===== src/rtl/fetch_stage.sv =====
// IF stage: owns the PC, issues imem reads and loads the IF/ID latch; a redirect
// that arrives during an outstanding imem read is parked until that read returns.
module fetch_stage #(
  parameter logic [31:0] PC_RESET = 32'h0000_0000,
  parameter int unsigned PC_STEP  = 4
) (
  input  logic        CLK,
  input  logic        RST,
  input  logic        pc_WEN,
  input  logic        ifid_stall,
  input  logic        ifid_FLUSH,
  input  logic        redirect_valid,
  input  logic [31:0] redirect_pc,
  input  logic        halt,
  input  logic        ihit,
  input  logic [31:0] imemload,
  output logic        imemREN,
  output logic [31:0] imemaddr,
  output logic [31:0] ifid_instr,
  output logic [31:0] ifid_npc,
  output logic        ifid_valid,
  output logic        fetch_halted
);

  localparam logic [31:0] STEP = 32'(PC_STEP);

  typedef enum logic [1:0] {
    FETCH      = 2'd0,
    REDIR_PEND = 2'd1,
    HALTED     = 2'd2
  } state_t;

  state_t      state_q;
  logic [31:0] pc_q;
  logic [31:0] redir_buf_q;
  logic [31:0] ifid_instr_q;
  logic [31:0] ifid_npc_q;
  logic        ifid_valid_q;

  logic [31:0] redir_tgt_d;
  logic [31:0] pc_inc_d;
  logic        accept_d;

  always_comb begin
    redir_tgt_d = redirect_pc & ~32'h0000_0003;
    pc_inc_d    = pc_q + STEP;
    // Only a plain sequential fetch in FETCH delivers a word into IF/ID.
    accept_d    = (state_q == FETCH) && !halt && ihit && pc_WEN && !redirect_valid;
  end

  always_ff @(posedge CLK or posedge RST) begin
    if (RST) begin
      state_q      <= FETCH;
      pc_q         <= PC_RESET;
      redir_buf_q  <= 32'h0;
      ifid_instr_q <= 32'h0;
      ifid_npc_q   <= 32'h0;
      ifid_valid_q <= 1'b0;
    end else begin
      if (ifid_FLUSH) begin
        ifid_instr_q <= 32'h0;
        ifid_npc_q   <= 32'h0;
        ifid_valid_q <= 1'b0;
      end else if (ifid_stall || state_q == HALTED) begin
        ifid_instr_q <= ifid_instr_q;
        ifid_npc_q   <= ifid_npc_q;
        ifid_valid_q <= ifid_valid_q;
      end else if (accept_d) begin
        ifid_instr_q <= imemload;
        ifid_npc_q   <= pc_inc_d;
        ifid_valid_q <= 1'b1;
      end else begin
        ifid_instr_q <= 32'h0;
        ifid_npc_q   <= 32'h0;
        ifid_valid_q <= 1'b0;
      end

      case (state_q)
        FETCH: begin
          if (halt) begin
            state_q <= HALTED;
          end else if (redirect_valid) begin
            if (ihit) begin
              pc_q <= redir_tgt_d;
            end else begin
              redir_buf_q <= redir_tgt_d;
              state_q     <= REDIR_PEND;
            end
          end else if (ihit && pc_WEN) begin
            pc_q <= pc_inc_d;
          end
        end
        REDIR_PEND: begin
          // The in-flight read must complete before the parked target is used.
          if (halt) begin
            state_q <= HALTED;
          end else begin
            if (redirect_valid) begin
              redir_buf_q <= redir_tgt_d;
            end
            if (ihit) begin
              pc_q    <= redirect_valid ? redir_tgt_d : redir_buf_q;
              state_q <= FETCH;
            end
          end
        end
        HALTED: begin
          state_q <= HALTED;
        end
        default: begin
          state_q <= FETCH;
        end
      endcase
    end
  end

  assign imemREN      = (state_q != HALTED);
  assign imemaddr     = pc_q;
  assign fetch_halted = (state_q == HALTED);
  assign ifid_instr   = ifid_instr_q;
  assign ifid_npc     = ifid_npc_q;
  assign ifid_valid   = ifid_valid_q;

endmodule


===== config.mk =====
export PLATFORM = sky130hd
export DESIGN_NAME = fetch_stage
export DESIGN_NICKNAME = d
export VERILOG_FILES = /design/src/rtl/fetch_stage.sv
export SDC_FILE = /design/constraint.sdc
export NUM_CORES = 1
export LEC_CHECK = 0
export ABC_CLOCK_PERIOD_IN_PS = 13920
export CORE_MARGIN = 2
export CORE_UTILIZATION = 28
export DETAILED_ROUTE_END_ITERATION = 10
export SLEW_MARGIN = 20
export SYNTH_ARGS = -nofsm -noshare
export SYNTH_HDL_FRONTEND = slang
export SYNTH_SLANG_ARGS = --single-unit

===== constraint.sdc =====
create_clock -name CLK -period 13.92 [get_ports CLK]
set_input_delay 2.784 -clock CLK [delete_from_list [all_inputs] [get_ports CLK]]
set_output_delay 2.784 -clock CLK [all_outputs]
set_load 0.05 [all_outputs]

# == After elaboration in Yosys (flattened, before gate mapping) ==
# Cells that the tools add are included.
# Widths: inputs -> output; s select.
# word_totals
reg_bits,131
latchBits,0
ramBits,0
romBits,0
output_inout_bits,99
elab_cells,62
n_memories,0
# classes
n_addsub,1
multipliers,0
div,0
order_cmp,0
eq_ne,14
shift,0
muxes,28
bitwise_logic,0
n_reduce_logical,13
# op_table
operator,n
$mux 32,17
$pmux 32 s2,2
$add 32x3->32 const B,1
$ne 2x2->1 const B,7
$ne 3x3->1 const B,4
$mux 2,5
$pmux 2 s3,1
$reduce_and 6->1,1
$logic_and 1x1->1,5
$reduce_and 5->1,1
$mux 1,3
$ne 3x2->1 const B,1
$reduce_and 3->1,1
$eq 2x1->1 const B,1
$eq 2x2->1 const B,1
$logic_not 1->1,2
$logic_not 2->1,1
$reduce_bool 2->1,1
$logic_or 1x1->1,1

# == Logic depth before layout (Yosys ltp) ==
# Gate-level depths: netlist of the first run.
# depth
word_depth,8
mapped_depth,9

# == Least setup slack after synthesis of the first run ==
# Ideal clock, no wire load.
# synth_path
path_kind,input port to flip-flop
startpoint,in redirect_valid
endpoint,reg pc_q[19] (netlist: imemaddr[19])
setup_time_ps,136
arrival_time_ps,4150
slack_ps,9634
path_stages,7
n_path_buf,3
path_cell_list,clkbuf_1 > clkbuf_1 > buf_2 > mux2i_1 > nor3_1 > a221oi_1 > o21ai_0
# synth_between
elab_chain_cells,4
# synth_rtl
item,line,source
from (decl),12,"input logic redirect_valid,"
$mux 32,--,
$mux 32,101,if (ihit) begin
$mux 32,95,if (halt) begin
$pmux 32 s2,78,case (state_q)
to (signal assigned),84,pc_q <= redir_tgt_d;
to (signal assigned),90,pc_q <= pc_inc_d;
to (signal assigned),102,pc_q <= redirect_valid ? redir_tgt_d : redir_buf_q;
to (decl),34,logic [31:0] pc_q;
# Several ways; a longest one is shown, not always the timed one. The select of a mux whose other input is x is not followed.
# A chain may end at the register's enable or synchronous reset.

# == Worst setup path in the final report of the first run ==
# layout_path
startpoint,in ihit
endpoint,reg ifid_instr_q[4] (netlist: ifid_instr[4])
# layout_between
elab_chain_cells,6
# layout_rtl
item,line,source
from (decl),15,"input logic ihit,"
$logic_and 1x1->1 (3 in series),48,accept_d = (state_q == FETCH) && !halt && ihit && pc_WEN && !redirect_valid;
$mux 32,68,end else if (accept_d) begin
$mux 32,64,end else if (ifid_stall || state_q == HALTED) begin
$mux 32,60,if (ifid_FLUSH) begin
to (signal assigned),65,ifid_instr_q <= ifid_instr_q;
to (signal assigned),69,ifid_instr_q <= imemload;
to (decl),36,logic [31:0] ifid_instr_q;
# No other way between the ends. The select of a mux whose other input is x is not followed.

==> impl_metrics.csv, run 1 <==
group,metric,value,unit
yosys,synthesis.area,6140,µm²
setup_path,critical_path_arrival,5.64,ns
sta,finalHoldViolations,0,
yosys,synthAdderAreaFrac,0.204,%
pwr,seqPwrFrac,36.3,%
clock_tree,cts_tree,"done",
routing,avgViaCountPerCell,4.92,
floorplan,die_h,152,µm
yosys,synth_nets,640,
setup_path,startpoint_type,"primary input",
clock_tree,clock-root-buffer,"clkbuf_16",
clock_tree,cts-hold-fix-buffers,0,
clock_tree,ctsResizeCount,0,
setup_path,worstPathRequired,14.26,ns
setup_path,critPathCaptureType,"flip-flop",
setup_path,path_max_fanout,31,
global_route,grt_pass1_vias,5141,
yosys,synth_edf_count,0,
yosys,synth_compound_area_share,18.4,%
hold_path,hold_path.class,"flip-flop to flip-flop",
yosys,yosys.area.top_type_share,53.3,%
sta,maxSlewViolCount,0,
yosys,yosysSeqAreaShare,53.3,%
floorplan,die_area,23100,µm²
setup_path,cp_slowest_cell,"nor4_4",
pwr,powerDensity,177,nW/µm²
sta,slew_headroom,46.1,%
floorplan,initial_core_util,28.3,%
setup_path,path_cells,"clkdlybuf4s50_1 -> nor3b_4 -> o31a_2 -> nand2_2 -> nor4_4 -> buf_4 -> a22o_1",
routing,vias,5018,
clock_tree,numCtsBuffers,17,
pwr,switching_share,37.4,%
global_route,grt-ovfl-total,0,
yosys,synthCells,567,
placement,numPortBuffers,168,
sta,tns,0,ns
sta,fmax,0.189,GHz
yosys,synth_cell_types,51,
setup_path,critPathKind,"primary input to flip-flop",
yosys,syn_area_per_cell,10.8,µm²
floorplan,rows,54,
routing,post_drt_wl_per_cell,17.8,µm
yosys,synth_xor_area_share,3.85,%
floorplan,die_x,152,µm
sta,tightestPinTransition,0.808,ns
routing,first_iter_violations,208,
clock_tree,h-tree-depth,4,
routing,first_pass_iters,4,
routing,drc,0,
global_route,grt_first_pass_wirelength,29800,µm
pwr,p_clk_share,30.9,%
placement,pre_cts_slack,8.16,ns
yosys,synth_top_family_by_area,"compound AO/OA/AOI/OAI gates",
pwr,peakVddDrop,0.0942,mV
yosys,synth_top_area_cell,"dfrtp_1",
sta,rsz0062_at_grt,"no",
clock_tree,cts_sinks,131,
placement,finalWeightedCongestion,0.753,
sta,setup_ws,8.62,ns
pwr,p_leak,3.61,nW
yosys,muxShareOfSynthArea,7.29,%
routing,wirelength,18200,µm
setup_path,cp_slowest_stage_delay,0.62,ns
job,maxCapViolCount,0,
layout,area_growth,42.0,%
pwr,total_power,1.54,mW
clock_tree,path_clk_slew,0.06,ns
floorplan,ios,171,
global_route,grtUsageTotal,16.2,%
sta,period_minus_slack,5.30,ns
placement,hpwlAfterDp,12300,µm
pwr,power_switching,0.577,mW
layout,fin_util,40.2,%
global_route,grt_max_degree,71,
floorplan,core,21700,µm²
run_status,status,"finished clean",
yosys,synthTopCellsByArea,"dfrtp_1 53%, a22o_1 5.6%, mux2_2 5.5%",
sta,whs,0.477,ns
pwr,p_comb_share,32.8,%
sta,skew,0.00786,ns
clock_tree,cts_setup_buffers,0,
routing,ant_nets,0,
layout,nNetsFinal,797,
sta,finalCritPeriodShare,38.1,%
yosys,ys_ff_latch,131,
layout,drive_gt1_share,14.2,%
yosys,synth_simple_gate_area_share,13.1,%
pwr,intPower,0.966,mW
yosys,ys.flop_type,"dfrtp_1",
clock_tree,clock_latency,0.41,ns
yosys,yosysWarnings,0,
sta,final-setup-viol-count,0,
global_route,antenna_found_initial,1,
yosys,async_reset_ff_share,100,%
clock_tree,cts.path.max_buffers,2,
## metal layers
layer	wire (µm)	share of wire, %	vias up	global-route usage [%]
met5	0	0	-	0
met4	340	1.9	0	5.83
met3	848	4.7	14	3.70
met2	8440	46	137	25.6
met1	8530	47	2473	21.9
li1	-	-	2394	-
## cell usage after synthesis (2+ instances only)
cell type,number
o22ai_1,5
inv_1,13
dfrtp_1,131
or4_4,2
o2bb2ai_1,3
a31oi_1,5
o31a_1,5
mux2_2,30
o31ai_1,2
a221oi_1,14
or3_1,3
a22o_1,39
nand3_1,17
nor2b_1,2
and4_1,3
nor2_1,26
buf_2,9
o21ai_0,38
nor3_2,2
xnor2_1,14
and3_1,4
nand4_1,7
nand2b_1,4
xor2_1,13
nand2_1,60
buf_6,3
a21oi_1,15
and2_1,2
nor3_1,19
o21ai_2,19
mux2i_1,11
buf_1,4
o211ai_1,2
clkbuf_1,24
## cell type report
cell class | instances | area (µm²)
well taps | 280 | 350
inverters | 13 | 53.8
clock inverters | 13 | 184
diodes | 2 | 5.00
clock buffers | 19 | 443
multi-input cells | 383 | 2660
repair buffers | 178 | 1750
flip-flops and latches | 131 | 3280
fillers | 2094 | 13000
## flip-flops by register name, indices dropped and copies added, names as in the netlist
name,cells
ifid_instr,32
redir_buf_q,32
imemaddr,32
state_q,2
ifid_valid,1
ifid_npc,32
## stage by stage
step                area, µm²  instances
floorplan                6140        567
global placement         8090        985
detailed placement       8090        985
CTS                      8720       1017
global route             8720       1018
finish                   8720       1019
## final timing paths
kind,from,endpoint,slack [ns],cells past startpoint
worst max-delay path,ihit,ifid_instr[4]$_DFFE_PP0P_,8.62,7
worst min-delay path,ifid_npc[9]$_DFFE_PP0P_,ifid_npc[9]$_DFFE_PP0P_,0.48,2
worst max register to register,state_q[0]$_DFFE_PP0P_,ifid_instr[4]$_DFFE_PP0P_,10.75,7
worst min register to register,ifid_npc[9]$_DFFE_PP0P_,ifid_npc[9]$_DFFE_PP0P_,0.48,2
max in group asynchronous,RST,imemaddr[10]$_DFFE_PP0P_,9.79,3
min in group asynchronous,RST,ifid_instr[0]$_DFFE_PP0P_,2.85,2
## worst max-delay path: cells and delay by family
family | cells | cell delay [ns]
simple gates | 3 | 1.27
compound gates | 2 | 0.59
buf+inv | 2 | 0.98
## cell usage in the layout, fill, tap and decap left out, types with 3 or more instances in the layout
| master | n |
|---|---|
| o2bb2ai_1 | 3 |
| nand4_1 | 7 |
| and4_1 | 3 |
| nor2_1 | 25 |
| or3_1 | 3 |
| nand3_1 | 17 |
| dfrtp_1 | 131 |
| clkdlybuf4s50_1 | 167 |
| mux2i_1 | 11 |
| a22o_1 | 39 |
| a31oi_1 | 5 |
| o22ai_1 | 5 |
| nand2b_1 | 4 |
| inv_1 | 12 |
| o31a_1 | 5 |
| xnor2_1 | 14 |
| a21oi_1 | 15 |
| nand2_1 | 60 |
| o21ai_2 | 19 |
| clkinv_4 | 3 |
| mux2_2 | 30 |
| buf_4 | 10 |
| and3_1 | 4 |
| clkbuf_16 | 17 |
| o21ai_0 | 38 |
| clkinvlp_4 | 3 |
| xor2_1 | 13 |
| bufinv_16 | 4 |
| a221oi_1 | 14 |
| nor3_1 | 19 |
| clkinv_2 | 3 |
## power by group through the flow
stage	clock network, mW	logic, mW	registers [mW]
4_1_cts	0.489	0.514	0.560
3_3_place_gp	0	0.508	0.563
3_5_place_dp	0	0.513	0.566
5_1_grt	0.509	0.545	0.576
6_report	0.477	0.506	0.560
2_1_floorplan	0	0.203	0.687
## logic make-up (layout without fill, tap and decap cells)
kind of cell | after synthesis | after routing
adders and majority gates | 1 | 1
and+or+nand+nor | 159 | 159
other | 0 | 2
muxes | 41 | 41
DFF | 131 | 131
buffers and inverters | 53 | 223
xor gates and xnor gates | 27 | 27
AOI/OAI and AO/OA | 155 | 155
Note: power is estimated with default switching activity, not from simulation.
==> run 2: changes to the inputs <==
--- a/config.mk
+++ b/config.mk
@@ -5,7 +5,7 @@
 export SDC_FILE = /design/constraint.sdc
 export NUM_CORES = 1
 export LEC_CHECK = 0
-export ABC_CLOCK_PERIOD_IN_PS = 13920
+export ABC_CLOCK_PERIOD_IN_PS = 5100
 export CORE_MARGIN = 2
 export CORE_UTILIZATION = 28
 export DETAILED_ROUTE_END_ITERATION = 10
==> constraint.sdc (replaced) <==
create_clock -name CLK -period 5.1 [get_ports CLK]
set_input_delay 1.02 -clock CLK [delete_from_list [all_inputs] [get_ports CLK]]
set_output_delay 1.02 -clock CLK [all_outputs]
set_load 0.05 [all_outputs]
==> impl_metrics.csv, run 2 (synthesis results as in run 1) <==
group,metric,value,unit
run_status,status,"finished clean",
sta,slew_headroom,32.0,%
global_route,grt_pass1_vias,5022,
layout,final_common_cell,"clkdlybuf4s50_1",
routing,wirelength,18300,µm
setup_path,cp_slowest_stage_delay,0.67,ns
pwr,powerDensity,484,nW/µm²
layout,final_cell_mix,"167 x clkdlybuf4s50_1, 131 x dfrtp_1, 60 x nand2_1, 39 x a22o_1, 38 x o21ai_0",
setup_path,critical_path_arrival,3.70,ns
clock_tree,ctsResizeCount,0,
setup_path,r2r-start,"state_q[0]$_DFFE_PP0P_",
placement,hpwlAfterDp,12600,µm
clock_tree,cts_tree,"done",
clock_tree,h-tree-depth,4,
pwr,p_comb_share,32.8,%
setup_path,r2r-end,"ifid_instr[9]$_DFFE_PP0P_",
setup_path,cp_num_buf_inv,2,
clock_tree,cts.path.max_buffers,2,
clock_tree,clock-root-buffer,"clkbuf_16",
job,maxCapViolCount,0,
sta,skew,0.0105,ns
sta,tightestPinTransition,1.02,ns
sta,period_minus_slack,3.35,ns
setup_path,startpoint_type,"primary input",
setup_path,regToRegSetupSlack,2.10,ns
setup_path,cpLargestDelayFamily,"simple AND/OR/NAND/NOR gates",
pwr,switching_share,37.9,%
layout,nNetsFinal,798,
setup_path,path_max_fanout,31,
layout,stdcell_count,1019,
hold_path,hold_path.class,"flip-flop to flip-flop",
global_route,grt_max_degree,62,
pwr,intPower,2.63,mW
setup_path,critPathKind,"primary input to flip-flop",
clock_tree,cts_setup_buffers,0,
floorplan,core,21700,µm²
clock_tree,numCtsBuffers,17,
routing,drc,0,
layout,drive_gt1_share,14.5,%
setup_path,path_depth,7,
layout,area_growth,42.3,%
routing,avgViaCountPerCell,4.93,
global_route,grt-ovfl-total,0,
sta,finalHoldViolations,0,
routing,first_pass_iters,5,
sta,fmax,0.299,GHz
setup_path,endpoint,"ifid_instr[9]$_DFFE_PP0P_",
sta,maxSlewViolCount,0,
routing,ant_nets,0,
clock_tree,cts-hold-fix-buffers,0,
sta,tns,0,ns
global_route,grt_first_pass_wirelength,29500,µm
floorplan,initial_core_util,28.3,%
pwr,peakVddDrop,0.255,mV
setup_path,worstPathRequired,5.45,ns
routing,first_iter_violations,369,
setup_path,crit_start,"ihit",
floorplan,die_area,23100,µm²
clock_tree,path_clk_slew,0.06,ns
global_route,grtUsageTotal,16.1,%
placement,placed_cells,986,
global_route,antenna_found_initial,0,
pwr,seqPwrFrac,36.2,%
clock_tree,cts_sinks,131,
setup_path,r2r_cells,7,
floorplan,die_h,152,µm
sta,final-setup-viol-count,0,
routing,vias,5024,
setup_path,critPathCaptureType,"flip-flop",
sta,rsz0062_at_grt,"no",
floorplan,ios,171,
routing,post_drt_wl_per_cell,18.0,µm
placement,finalWeightedCongestion,0.781,
sta,finalCritPeriodShare,65.6,%
placement,numPortBuffers,168,
floorplan,die_x,152,µm
setup_path,cp_slowest_cell,"nor4_4",
pwr,power_switching,1.60,mW
pwr,p_leak,3.62,nW
floorplan,rows,54,
setup_path,path_cells,"clkdlybuf4s50_1 -> nor3b_4 -> o31a_2 -> nand2_2 -> nor4_4 -> buf_12 -> a22o_1",
clock_tree,clock_latency,0.42,ns
pwr,p_clk_share,31.0,%
==> run 2: changes by cell type in the layout (fill, tap and decap cells not counted), sizes merged <==
cell    previous run  this run
inv               13        16
diode              2         1
buf               11        12
clkbuf            19        17
clkinv             6         5
==> run 2: how the worst min path moves through the flow <==
stage          slack [ns]                  startpoint  cells after the start                         end
2_1_floorplan        0.45  redir_buf_q[0]$_DFFE_PP0P_                      1  redir_buf_q[0]$_DFFE_PP0P_
3_3_place_gp         0.46      ifid_valid$_DFFE_PP0P_                      2      ifid_valid$_DFFE_PP0P_
4_1_cts              0.48     ifid_npc[9]$_DFFE_PP0P_                      2     ifid_npc[9]$_DFFE_PP0P_
3_5_place_dp         0.47     ifid_npc[9]$_DFFE_PP0P_                      2     ifid_npc[9]$_DFFE_PP0P_
5_1_grt              0.50  redir_buf_q[0]$_DFFE_PP0P_                      1  redir_buf_q[0]$_DFFE_PP0P_
6_report             0.48     ifid_npc[9]$_DFFE_PP0P_                      2     ifid_npc[9]$_DFFE_PP0P_
==> run 2: per-stage QoR <==
step | hold slack [ns] | cell area (µm²) | total power, mW | setup WS [ns] | utilization [%]
finish | 0.476 | 8750 | 4.23 | 1.75 | 40.3
global route | 0.495 | 8740 | 4.46 | 1.58 | 40.3
CTS | 0.480 | 8740 | 4.28 | 1.74 | 40.3
detailed placement | 0.466 | 8110 | 2.95 | 1.31 | 37.4
global placement | 0.460 | 8110 | 2.93 | 1.33 | 37.4
floorplan | 0.454 | 6140 | 2.43 | 0.582 | -
==> run 2: routing by layer <==
layer	vias to the layer above	track usage [%]	wire, µm
li1	2388	-	-
met1	2439	22.3	8680
met2	178	25.0	8320
met3	19	4.21	1040
met4	0	4.94	290
met5	-	0	0
==> run 2: area by class of cell <==
class,instances,area [µm²]
multi-input combinational,383,2660
fill,2083,12900
sequential,131,3280
tap,280,350
antenna,1,2.50
clock buffer,17,425
inverter,13,53.8
clock inverter,15,205
timing repair buffer,179,1770
==> run 2: power by group through the flow <==
stage	combinational, mW	clock, mW	sequential (mW)
after global placement	1.39	0	1.54
after CTS	1.40	1.34	1.53
after floorplan	0.553	0	1.87
final	1.39	1.31	1.53
after global routing	1.49	1.39	1.58
after detailed placement	1.40	0	1.55
==> run 2: worst register-to-register path, stage by stage, from the launching register on <==
cell     delay, ns
dfrtp_1       0.50
nor2b_1       0.19
buf_4         0.21
nor2_2        0.51
nand2_2       0.39
nor4_4        0.67
buf_12        0.27
a22o_1        0.18
==> run 3: changes to the inputs <==
--- a/config.mk
+++ b/config.mk
@@ -5,7 +5,7 @@
 export SDC_FILE = /design/constraint.sdc
 export NUM_CORES = 1
 export LEC_CHECK = 0
-export ABC_CLOCK_PERIOD_IN_PS = 5100
+export ABC_CLOCK_PERIOD_IN_PS = 2900
 export CORE_MARGIN = 2
 export CORE_UTILIZATION = 28
 export DETAILED_ROUTE_END_ITERATION = 10
==> constraint.sdc (replaced) <==
create_clock -name CLK -period 2.9 [get_ports CLK]
set_input_delay 0.58 -clock CLK [delete_from_list [all_inputs] [get_ports CLK]]
set_output_delay 0.58 -clock CLK [all_outputs]
set_load 0.05 [all_outputs]
==> impl_metrics.csv, run 3 (synthesis results as in run 1) <==
group,metric,value,unit
pwr,peakVddDrop,0.362,mV
layout,drive_gt1_share,15.6,%
setup_path,worstPathRequired,2.32,ns
setup_path,critPathCaptureType,"output port",
clock_tree,clock-root-buffer,"clkbuf_16",
sta,finalHoldViolations,0,
global_route,grt_first_pass_wirelength,30500,µm
sta,maxSlewViolCount,0,
clock_tree,cts_sinks,131,
placement,hpwlAfterDp,13200,µm
setup_path,r2r_cells,5,
global_route,grt-busiest-layer,"met2",
layout,nFillCells,2113,
routing,first_pass_iters,4,
sta,rsz0062_at_grt,"no",
sta,slew_headroom,36.3,%
routing,drc,0,
placement,place_area,8280,µm²
clock_tree,cts_tree,"done",
routing,post_drt_wl_per_cell,18.2,µm
global_route,grt_util_met1,22.7,%
setup_path,r2r-start,"state_q[0]$_DFFE_PP0P_",
sta,tightestPinTransition,0.956,ns
run_status,status,"finished clean",
setup_path,r2r-end,"imemaddr[25]$_DFFE_PP0P_",
sta,skew,0.0104,ns
clock_tree,cts-hold-fix-buffers,0,
global_route,grt_pass1_vias,5286,
routing,vias,5069,
hold_path,hold_path.class,"primary input to asynchronous set/reset pin",
clock_tree,cts_setup_buffers,0,
layout,nNetsFinal,814,
setup_path,path_max_fanout,11,
layout,stdcell_area,8910,µm²
setup_path,crit_start,"state_q[0]$_DFFE_PP0P_",
global_route,grt-ovfl-total,0,
global_route,grtUsageTotal,16.8,%
sta,finalCritPeriodShare,91.0,%
clock_tree,clock_latency,0.42,ns
global_route,grt_max_degree,43,
setup_path,critPathKind,"flip-flop to output port",
setup_path,regToRegSetupSlack,0.71,ns
routing,first_iter_violations,307,
floorplan,rows,54,
floorplan,die_h,152,µm
layout,antennaDiodeCount,0,
floorplan,initial_core_util,28.3,%
job,maxCapViolCount,0,
clock_tree,h-tree-depth,4,
layout,final_common_cell,"clkdlybuf4s50_1",
floorplan,die_x,152,µm
pwr,p_leak,3.72,nW
sta,final-setup-viol-count,0,
global_route,grt_use_met2,26.0,%
sta,tns,0,ns
routing,avgViaCountPerCell,4.92,
layout,multi_input_comb_area,2660,µm²
layout,final_cell_mix,"166 x clkdlybuf4s50_1, 131 x dfrtp_1, 60 x nand2_1, 39 x a22o_1, 38 x o21ai_0",
layout,area_growth,45.0,%
sta,period_minus_slack,2.64,ns
clock_tree,numCtsBuffers,17,
floorplan,die_area,23100,µm²
sta,fmax,0.379,GHz
global_route,antenna_found_initial,1,
layout,regArea,3280,µm²
floorplan,ios,171,
floorplan,core,21700,µm²
placement,numPortBuffers,168,
setup_path,startpoint_type,"flip-flop",
pwr,powerDensity,840,nW/µm²
placement,finalWeightedCongestion,0.775,
clock_tree,path_clk_slew,0.06,ns
setup_path,endpoint,"imemREN",
setup_path,critical_path_arrival,2.06,ns
routing,wirelength,18800,µm
routing,ant_nets,0,
global_route,grt_use_met3,4.95,%
clock_tree,cts.path.max_buffers,2,
==> run 3: metrics by stage <==
stage	worst slack [ns]	instances	util [%]	hold WS (ns)	total power, mW
after floorplan	0.569	567	-	0.454	4.27
after global placement	0.202	1002	38.2	0.459	5.19
after detailed placement	0.179	1002	38.2	0.467	5.22
after CTS	0.0375	1031	41.1	0.476	7.57
after global routing	0.155	1031	41.1	0.503	7.86
final	0.260	1031	41.1	0.476	7.49
==> run 3: final cells by class <==
| cell class | instances | share of cell area (%) |
|---|---|---|
| Multi-Input combinational cell | 383 | 29.8 |
| Clock inverter | 4 | 1.35 |
| Sequential cell | 131 | 36.8 |
| Clock buffer | 25 | 5.67 |
| Tap cell | 280 | 3.93 |
| Timing Repair Buffer | 195 | 21.8 |
| Inverter | 13 | 0.590 |
==> run 3: timing repair <==
item                                   CTS  global route
setup endpoints to repair                0             1
endpoints found under the hold margin    0             0
resized for setup                        0             1
==> run 3: where the power goes <==
group / leakage [nW] / total, mW / internal (mW) / switching, mW
clock: 0.306 / 2.31 / 1.54 / 0.765
sequential: 1.73 / 2.69 / 2.24 / 0.451
combinational: 1.69 / 2.49 / 0.975 / 1.51
==> run 3: how the worst min path moves through the flow <==
stage / endpoint / slack [ns]
after floorplan: redir_buf_q[0]$_DFFE_PP0P_ / 0.45
after global placement: ifid_valid$_DFFE_PP0P_ / 0.46
after detailed placement: ifid_npc[24]$_DFFE_PP0P_ / 0.47
after CTS: ifid_npc[6]$_DFFE_PP0P_ / 0.48
after global routing: ifid_npc[8]$_DFFE_PP0P_ / 0.50
final: ifid_npc[6]$_DFFE_PP0P_ / 0.48
==> run 3: metal layers <==
layer | share of wire (%) | vias to the layer above
li1 | - | 2403
met1 | 47 | 2483
met2 | 46 | 164
met3 | 5.3 | 17
met4 | 0.98 | 2
met5 | 0.085 | -
==> run 3: critical path: stages (launching register included) <==
cell,delay [ns]
dfrtp_1,0.56
nand2b_1,0.23
clkdlybuf4s50_1,0.85
